[src/rtl/seq_stage_ctrl_if.sv]
// Sequencer <-> datapath bundle for the Y86-64 SEQ core.
// Optional RETIRE_CNT_EN adds the retired instruction counter.
interface seq_stage_ctrl_if #(
  parameter int PC_WIDTH = 64
);
  logic                run;
  logic [3:0]          icode;
  logic                cnd;
  logic [PC_WIDTH-1:0] valC;
  logic [PC_WIDTH-1:0] valM;
  logic [PC_WIDTH-1:0] valP;
  logic                imem_error;
  logic                dmem_ready;
  logic                dmem_error;
  logic [PC_WIDTH-1:0] pc;
  logic [5:0]          stage;
  logic [2:0]          stat;
  logic                retire;
  logic                halted;
`ifdef RETIRE_CNT_EN
  logic [31:0]         retired_cnt;
`endif

  modport master (
    input  run, icode, cnd,
    input  valC, valM, valP,
    input  imem_error,
    input  dmem_ready, dmem_error,
    output pc, stage, stat,
    output retire, halted
`ifdef RETIRE_CNT_EN
    , output retired_cnt
`endif
  );

  modport slave (
    output run, icode, cnd,
    output valC, valM, valP,
    output imem_error,
    output dmem_ready, dmem_error,
    input  pc, stage, stat,
    input  retire, halted
`ifdef RETIRE_CNT_EN
    , input retired_cnt
`endif
  );
endinterface

[src/rtl/seq_stage_ctrl.sv]
// Multi-cycle stage sequencer and PC owner for the Y86-64 SEQ core.
// Define RETIRE_CNT_EN to add the 32-bit retired instruction counter.
module seq_stage_ctrl #(
  parameter int                   PC_WIDTH     = 64,
  parameter logic [PC_WIDTH-1:0]  RESET_PC     = '0,
  parameter int                   MEM_WAIT_MAX = 15
) (
  input  logic             clk,
  input  logic             rst,
  seq_stage_ctrl_if.master bus
);

  localparam int WW =
    (MEM_WAIT_MAX < 2) ? 1 :
    $clog2(MEM_WAIT_MAX + 1);

  localparam logic [2:0] ST_AOK = 3'd1;
  localparam logic [2:0] ST_HLT = 3'd2;
  localparam logic [2:0] ST_ADR = 3'd3;
  localparam logic [2:0] ST_INS = 3'd4;

  typedef enum logic [2:0] {
    S_FET,
    S_DEC,
    S_EXE,
    S_MEM,
    S_WB,
    S_PCU,
    S_HLT
  } state_t;

  state_t              state_q, state_d;
  logic [PC_WIDTH-1:0] pc_q, pc_d;
  logic [5:0]          stage_q, stage_d;
  logic [2:0]          stat_q, stat_d;
  logic                retire_q, retire_d;
  logic                halted_q, halted_d;
  logic [WW-1:0]       wait_q, wait_d;
  logic [PC_WIDTH-1:0] new_pc;
  logic                mem_op;
`ifdef RETIRE_CNT_EN
  logic [31:0]         cnt_q, cnt_d;
`endif

  function automatic logic is_mem(
    input logic [3:0] ic
  );
    return ic inside {
      4'h4, 4'h5, 4'h8,
      4'h9, 4'hA, 4'hB
    };
  endfunction

  assign mem_op = is_mem(bus.icode);

  // Next PC from the instruction class.
  always_comb begin
    new_pc = bus.valP;
    unique case (bus.icode)
      4'h7:    new_pc = bus.cnd ? bus.valC : bus.valP;
      4'h8:    new_pc = bus.valC;
      4'h9:    new_pc = bus.valM;
      default: new_pc = bus.valP;
    endcase
  end

  // Stage transitions, fault capture and registered-output next values.
  always_comb begin
    state_d  = state_q;
    pc_d     = pc_q;
    stat_d   = stat_q;
    wait_d   = wait_q;
    retire_d = 1'b0;
    halted_d = halted_q;
`ifdef RETIRE_CNT_EN
    cnt_d    = cnt_q;
`endif
    unique case (state_q)
      S_FET: begin
        if (bus.run) begin
          if (bus.imem_error) begin
            stat_d = ST_ADR;
            state_d = S_HLT;
          end else if (bus.icode > 4'hB) begin
            stat_d = ST_INS;
            state_d = S_HLT;
          end else if (bus.icode == 4'h0) begin
            stat_d = ST_HLT;
            state_d = S_HLT;
          end else begin
            state_d = S_DEC;
          end
        end
      end
      S_DEC: state_d = S_EXE;
      S_EXE: begin
        state_d = S_MEM;
        wait_d  = '0;
      end
      S_MEM: begin
        if (!mem_op) begin
          state_d = S_WB;
        end else if (bus.dmem_ready) begin
          if (bus.dmem_error) begin
            stat_d  = ST_ADR;
            state_d = S_HLT;
          end else begin
            state_d = S_WB;
          end
        end else if (wait_q ==
                     WW'(MEM_WAIT_MAX - 1)) begin
          stat_d  = ST_ADR;
          state_d = S_HLT;
        end else begin
          wait_d = wait_q + 1'b1;
        end
      end
      S_WB: begin
        state_d  = S_PCU;
        pc_d     = new_pc;
        retire_d = 1'b1;
`ifdef RETIRE_CNT_EN
        cnt_d    = cnt_q + 32'd1;
`endif
      end
      S_PCU: state_d = S_FET;
      S_HLT: state_d = S_HLT;
      default: state_d = S_FET;
    endcase

    if (state_d == S_HLT) halted_d = 1'b1;

    stage_d = 6'b000000;
    unique case (state_d)
      S_FET:   stage_d = 6'b000001;
      S_DEC:   stage_d = 6'b000010;
      S_EXE:   stage_d = 6'b000100;
      S_MEM:   stage_d = 6'b001000;
      S_WB:    stage_d = 6'b010000;
      S_PCU:   stage_d = 6'b100000;
      default: stage_d = 6'b000000;
    endcase
  end

  // State and registered outputs, synchronous reset.
  always_ff @(posedge clk) begin
    if (rst) begin
      state_q  <= S_FET;
      pc_q     <= RESET_PC;
      stage_q  <= 6'b000001;
      stat_q   <= ST_AOK;
      retire_q <= 1'b0;
      halted_q <= 1'b0;
      wait_q   <= '0;
    end else begin
      state_q  <= state_d;
      pc_q     <= pc_d;
      stage_q  <= stage_d;
      stat_q   <= stat_d;
      retire_q <= retire_d;
      halted_q <= halted_d;
      wait_q   <= wait_d;
    end
  end

`ifdef RETIRE_CNT_EN
  // Retired instruction counter, wraps naturally.
  always_ff @(posedge clk) begin
    if (rst) cnt_q <= '0;
    else     cnt_q <= cnt_d;
  end

  assign bus.retired_cnt = cnt_q;
`endif

  assign bus.pc     = pc_q;
  assign bus.stage  = stage_q;
  assign bus.stat   = stat_q;
  assign bus.retire = retire_q;
  assign bus.halted = halted_q;

endmodule

[src/flat_wrapper.sv]
// flat-port wrapper written by rule: the top's interface ports become plain ports
module seq_stage_ctrl_flat 
#(
  parameter int                   PC_WIDTH     = 64,
  parameter logic [PC_WIDTH-1:0]  RESET_PC     = '0,
  parameter int                   MEM_WAIT_MAX = 15
)
  (clk, rst, bus_run, bus_icode, bus_cnd, bus_valC, bus_valM, bus_valP, bus_imem_error, bus_dmem_ready, bus_dmem_error, bus_pc, bus_stage, bus_stat, bus_retire, bus_halted);
  seq_stage_ctrl_if #(.PC_WIDTH(PC_WIDTH)) bus_i ();
  input  logic clk;
  input  logic rst;
  input wire logic [$bits(bus_i.run)-1:0] bus_run;
  input wire logic [$bits(bus_i.icode)-1:0] bus_icode;
  input wire logic [$bits(bus_i.cnd)-1:0] bus_cnd;
  input wire logic [$bits(bus_i.valC)-1:0] bus_valC;
  input wire logic [$bits(bus_i.valM)-1:0] bus_valM;
  input wire logic [$bits(bus_i.valP)-1:0] bus_valP;
  input wire logic [$bits(bus_i.imem_error)-1:0] bus_imem_error;
  input wire logic [$bits(bus_i.dmem_ready)-1:0] bus_dmem_ready;
  input wire logic [$bits(bus_i.dmem_error)-1:0] bus_dmem_error;
  output wire logic [$bits(bus_i.pc)-1:0] bus_pc;
  output wire logic [$bits(bus_i.stage)-1:0] bus_stage;
  output wire logic [$bits(bus_i.stat)-1:0] bus_stat;
  output wire logic [$bits(bus_i.retire)-1:0] bus_retire;
  output wire logic [$bits(bus_i.halted)-1:0] bus_halted;
  assign bus_i.run = bus_run;
  assign bus_i.icode = bus_icode;
  assign bus_i.cnd = bus_cnd;
  assign bus_i.valC = bus_valC;
  assign bus_i.valM = bus_valM;
  assign bus_i.valP = bus_valP;
  assign bus_i.imem_error = bus_imem_error;
  assign bus_i.dmem_ready = bus_dmem_ready;
  assign bus_i.dmem_error = bus_dmem_error;
  assign bus_pc = bus_i.pc;
  assign bus_stage = bus_i.stage;
  assign bus_stat = bus_i.stat;
  assign bus_retire = bus_i.retire;
  assign bus_halted = bus_i.halted;
  seq_stage_ctrl #(.PC_WIDTH(PC_WIDTH), .RESET_PC(RESET_PC), .MEM_WAIT_MAX(MEM_WAIT_MAX)) u_core (.clk(clk), .rst(rst), .bus(bus_i));
endmodule
[config.mk]
export PLATFORM = sky130hd
export DESIGN_NAME = seq_stage_ctrl_flat
export DESIGN_NICKNAME = d
export VERILOG_FILES = /design/src/rtl/seq_stage_ctrl_if.sv /design/src/rtl/seq_stage_ctrl.sv /design/src/flat_wrapper.sv
export SDC_FILE = /design/constraint.sdc
export NUM_CORES = 1
export LEC_CHECK = 0
export BUFFER_PORTS_ARGS = -buffer_cell sky130_fd_sc_hd__buf_2
export CORE_AREA = 5 5 105 107
export DETAILED_ROUTE_END_ITERATION = 8
export DIE_AREA = 0 0 110 112
export GPL_TIMING_DRIVEN = 0
export PLACE_DENSITY = 0.77
export SLEW_MARGIN = 20
export SYNTH_ARGS = -nofsm -noshare
export SYNTH_HDL_FRONTEND = slang
export SYNTH_SLANG_ARGS = --single-unit
[constraint.sdc]
create_clock -name clk -period 3.1 [get_ports clk]
set_input_delay 0.155 -clock clk [delete_from_list [all_inputs] [get_ports clk]]
set_output_delay 0.155 -clock clk [all_outputs]
set_load 0.02 [all_outputs]
# [Word level (Yosys, flattened, before mapping)]
# Index checks and enable logic that the tools add are counted.
[totals] register_bits=82 in_bits=203 output_inout_bits=75 elab_cells=69
[op_classes] add_sub_neg=1 n_lt_le_gt_ge=1 eq_ne=26 n_mux=26 reduce_logical=8
[op_table] operator="64-bit case mux with 3 select lines" n=1
[op_table] operator="64-bit two-way mux" n=1
[op_table] operator="3-bit two-way mux" n=15
[op_table] operator="6-bit case mux with 6 select lines" n=1
[op_table] operator="4-bit equality test, second input constant" n=5
[op_table] operator="3-bit case mux with 6 select lines" n=1
[op_table] operator="3-bit equality test, second input constant" n=5
[op_table] operator="3-bit by 2-bit equality test with 1-bit output, second input constant" n=4
[op_table] operator="4-bit by 3-bit equality test with 1-bit output, second input constant" n=3
[op_table] operator="4-bit two-way mux" n=3
[op_table] operator="4-bit case mux with 2 select lines" n=1
[op_table] operator="3-bit by 1-bit equality test with 1-bit output, second input constant" n=2
[op_table] operator="3-bit zero test" n=2
[op_table] operator="2-bit != test, second input constant" n=3
[op_table] operator="3-bit case mux with 2 select lines" n=1
[op_table] operator="6-bit AND reduction" n=1
[op_table] operator="6-bit nonzero test" n=1
[op_table] operator="4-bit by 1-bit adder with 4-bit output, second input constant" n=1
[op_table] operator="4-bit > comparator, second input constant" n=1
[op_table] operator="4-bit zero test" n=1
[op_table] operator="4-bit by 2-bit != test with 1-bit output, second input constant" n=1
[op_table] operator="4-bit AND reduction" n=1
[op_table] operator="2-bit nonzero test" n=2
[op_table] operator="3-bit by 2-bit != test with 1-bit output, second input constant" n=1
[op_table] operator="4 further kinds" n=4

# [Logic depth before layout (Yosys ltp)]
[depth] word_depth=8 depth_mapped=7 ltp_nobuf=7

# [Worst setup path after synthesis]
# No wires, ideal clock.
[synth_path] path_type="reg-to-reg" startpoint="register u_core.wait_q[0]" endpoint="register u_core.stage_q[4], in the netlist u_core.bus.stage[4]" setup_ns=0.116 arrival_time_ns=1.873 slack_ns=1.112 path_stages_with_launch=7 n_path_buf=0 period_less_slack_ns=1.988 path_cell_list="dfxtp_1 -> inv_1 -> ha_1 -> a31oi_1 -> a21bo_1 -> a222oi_1 -> and3b_1"
[synth_via] elab_chain_cells=7
[synth_lines] item="start, declared" line="seq_stage_ctrl.sv:38" source="logic [WW-1:0] wait_q, wait_d;"
[synth_lines] item="start signal, assigned" line="seq_stage_ctrl.sv:162" source="wait_q <= wait_d;"
[synth_lines] item="4-bit equality test *" line="seq_stage_ctrl.sv:110" source="end else if (wait_q =="
[synth_lines] item="3-bit two-way mux *" line="seq_stage_ctrl.sv:110"
[synth_lines] item="3-bit two-way mux *" line="seq_stage_ctrl.sv:103" source="end else if (bus.dmem_ready) begin"
[synth_lines] item="3-bit two-way mux *" line="seq_stage_ctrl.sv:101" source="if (!mem_op) begin"
[synth_lines] item="3-bit case mux with 6 select lines *" line="seq_stage_ctrl.sv:78" source="unique case (state_q)"
[synth_lines] item="3-bit equality test (tied with other cells)" line="seq_stage_ctrl.sv:134" source="unique case (state_d)"
[synth_lines] item="6-bit case mux with 6 select lines *" line="seq_stage_ctrl.sv:134"
[synth_lines] item="end signal, assigned" line="seq_stage_ctrl.sv:158" source="stage_q <= stage_d;"
[synth_lines] item="end, declared" line="seq_stage_ctrl.sv:34" source="logic [5:0] stage_q, stage_d;"
# Every way passes the cells marked *; elsewhere a longest branch is shown, timed or not.
# A chain may end at the register's enable or synchronous reset.

# [Worst setup path after layout]
# Ends and elaborated chain as after synthesis.

==> impl_metrics.toml <==
[floorplan]
initial_core_util_pct = 38.0
die_w_um = 110
die_area_um2 = 12300
ios = 278
die_h_um = 112
fp.coreArea_um2 = 10000
rows = 37

[detailed_routing]
wirelength_um = 15000
wl_per_cell_um = 17.0
routed_via_density = 5.40
num_vias = 4763
drt-pass1-iter-count = 5
drtIter0Drc = 267
drc_errors = 0
ant_nets = 0

[finish]
final_area_um2 = 5570
synthToLayoutAreaGrowth_pct = 46.0
fin_cells = 882
mostFrequentLayoutCells = "buf_2, dfxtp_1, nor2_1, a211oi_1, nand2_1"
mostFrequentLayoutCell = "buf_2"
utilization_pct = 55.5
nets = 946
antenna_cells = 0
drive_gt1_share_pct = 39.4

[grt]
grt_antenna_before_repair = 0
grt_pass1_vias = 4682
gr-total-overflow = 0
grt_pass1_wl_um = 22600
grt_use_total_pct = 23.2
grt_max_degree = 14

[clock_tree]
numCtsBuffers = 9
cts_hold_buf = 0
postCtsSetupBuffers = 0
cts_tree = "yes"
clk_pin_slew_ns = 0.08
ctsHtreeMaxLevel = 3
clockBufferDepth = 2
clock_latency_ns = 0.36
postCtsResizedCells = 0
root_buffer = "clkbuf_8"
cts.sinks = 82

[timing]
period_share_pct = 75.6
setup_viol = 0
tightest_slew_ns = 1.11
rsz0062_at_grt = "no"
max_freq_ghz = 0.427
fin_tns_setup_ns = 0
final.setup.worst_slack_ns = 0.758
relSlewSlack_pct = 25.5
hold_viol_final = 0
min_period_ns = 2.34
fin_skew_ns = 0.00806
finalMaxSlewViolations = 0
worst_hold_slack_ns = 0.0288

[placed_design]
pre_cts_slack_ns = 0.750
dp_hpwl_um = 11800
place_inst = 866
routabilityCongestion = 0.818
numPortBuffers = 276
dpl_cell_area_um2 = 5370

[min_path]
hold_path.class = "in2reg"
whs_path_depth = 3

[logic_synthesis]
synth_seq_cells = 82
synth_top_area_share_pct = 43.0
avgSynthCellArea_um2 = 8.41
syn-num-nets = 659
ys_top_cells_by_area = "dfxtp_1, a221oi_1, a211oi_1"
ys.warnings.count = 0
ys_types = 39
async_flop_share_pct = 0
synth_edf_count = 0
syn-cell-area_um2 = 3820
synth_ff_type = "dfxtp_1"
seq_area_frac_synth_pct = 43.0
yosys.area.top_type = "dfxtp_1"
synth_cells = 454

[setup_path]
arrival_ns = 2.60
cp_num_buf_inv = 1
start_kind = "flip-flop"
path_max_fanout = 8
crit_family = "compound AO/OA/AOI/OAI gates"
cp-end-kind = "flip-flop"
crit_cells = 6
ff2ff_path_depth = 6
crit_required_ns = 3.36
crit_type = "reg2reg"
slowest_delay_ns = 0.81
cp_cell_sequence = "inv_1 -> ha_1 -> a31oi_1 -> a21bo_1 -> a222oi_1 -> and3b_1"
crit_slowest_cell = "a222oi_1"

[pwr]
internal_power_mw = 2.02
comb_power_share_pct = 32.7
ir_drop_mv = 0.233
switching_share_pct = 35.4
power_density_nw_per_um2 = 560
pwr-share-clk_pct = 25.8
seqPwrFrac_pct = 41.4
p_leak_nw = 2.43
power.switching_mw = 1.11
power_mw = 3.12

[outcome]
status = "completed"

[run]
cap_viol_max_count = 0
power groups by stage:
stage | combinational [mW] | sequential [mW] | clock [mW]
floorplan | 0.428 | 1.49 | 0
global placement | 0.996 | 1.31 | 0
detailed placement | 1.02 | 1.31 | 0
CTS | 1.02 | 1.29 | 0.827
global route | 1.11 | 1.31 | 0.872
finish | 1.02 | 1.29 | 0.807
per-layer routing:
metal,vias to the layer above,share of wire [%],track usage [%]
li1,2287,-,-
met1,2207,38,26.4
met2,239,51,41.7
met3,30,8.0,4.06
met4,0,2.5,9.56
met5,-,0,0
kinds of logic (layout without fill, tap and decap cells):
logic type / count (synthesis) / count (layout) / synth area share, %
AOI/OAI and AO/OA: 149 / 149 / 31.7
xor gates and xnor gates: 3 / 3 / 0.689
adders and majority gates: 2 / 2 / 0.656
buffers and inverters: 48 / 340 / 4.72
DFF: 82 / 82 / 43.0
muxes: 2 / 2 / 0.557
and+or+nand+nor: 168 / 168 / 18.7
area by class of cell:
class | count | area (um^2)
Inverter | 4 | 15.0
Sequential cell | 82 | 1640
Fill cell | 976 | 4470
Buffer | 44 | 165
Multi-Input combinational cell | 324 | 1990
Clock buffer | 11 | 151
Tap cell | 136 | 170
Clock inverter | 5 | 52.6
Timing Repair Buffer | 276 | 1380
sequential cells by signal, summed over array words and instances (netlist names):
signal and flops:
u_core.bus.halted 1, u_core.bus.pc 64, u_core.bus.retire 1, u_core.bus.stage 6, u_core.bus.stat 3, u_core.state_q 3, u_core.wait_q 4
worst reg2reg max path: stages, from the launching register on:
cell and delay (ns):
dfxtp_1 0.40, inv_1 0.07, ha_1 0.19, a31oi_1 0.22, a21bo_1 0.29, a222oi_1 0.81, and3b_1 0.26
cells in the mapped netlist, drive strengths merged (2+ instances only):
cell type	number
clkbuf	44
xnor2	3
nor2b	3
and2	2
nand3b	2
dfxtp	82
and3b	3
a211oi	70
nor2	77
inv	4
nor4	2
nand2	65
nand3	2
nand2b	2
a221oi	64
o31ai	2
a21oi	2
ha	2
nor3b	4
path summary, 6_finish.rpt:
| kind | startpoint | to | slack (ns) |
|---|---|---|---|
| setup / recovery | u_core.wait_q[0] | u_core.bus.stage[4] | 0.76 |
| hold / removal | bus_valC[41] | u_core.bus.pc[41] | 0.03 |
| setup reg to reg | u_core.wait_q[0] | u_core.bus.stage[4] | 0.76 |
| hold reg to reg | u_core.bus.stat[2] | u_core.bus.stat[2] | 0.49 |
(Power assumes the default switching activity.)
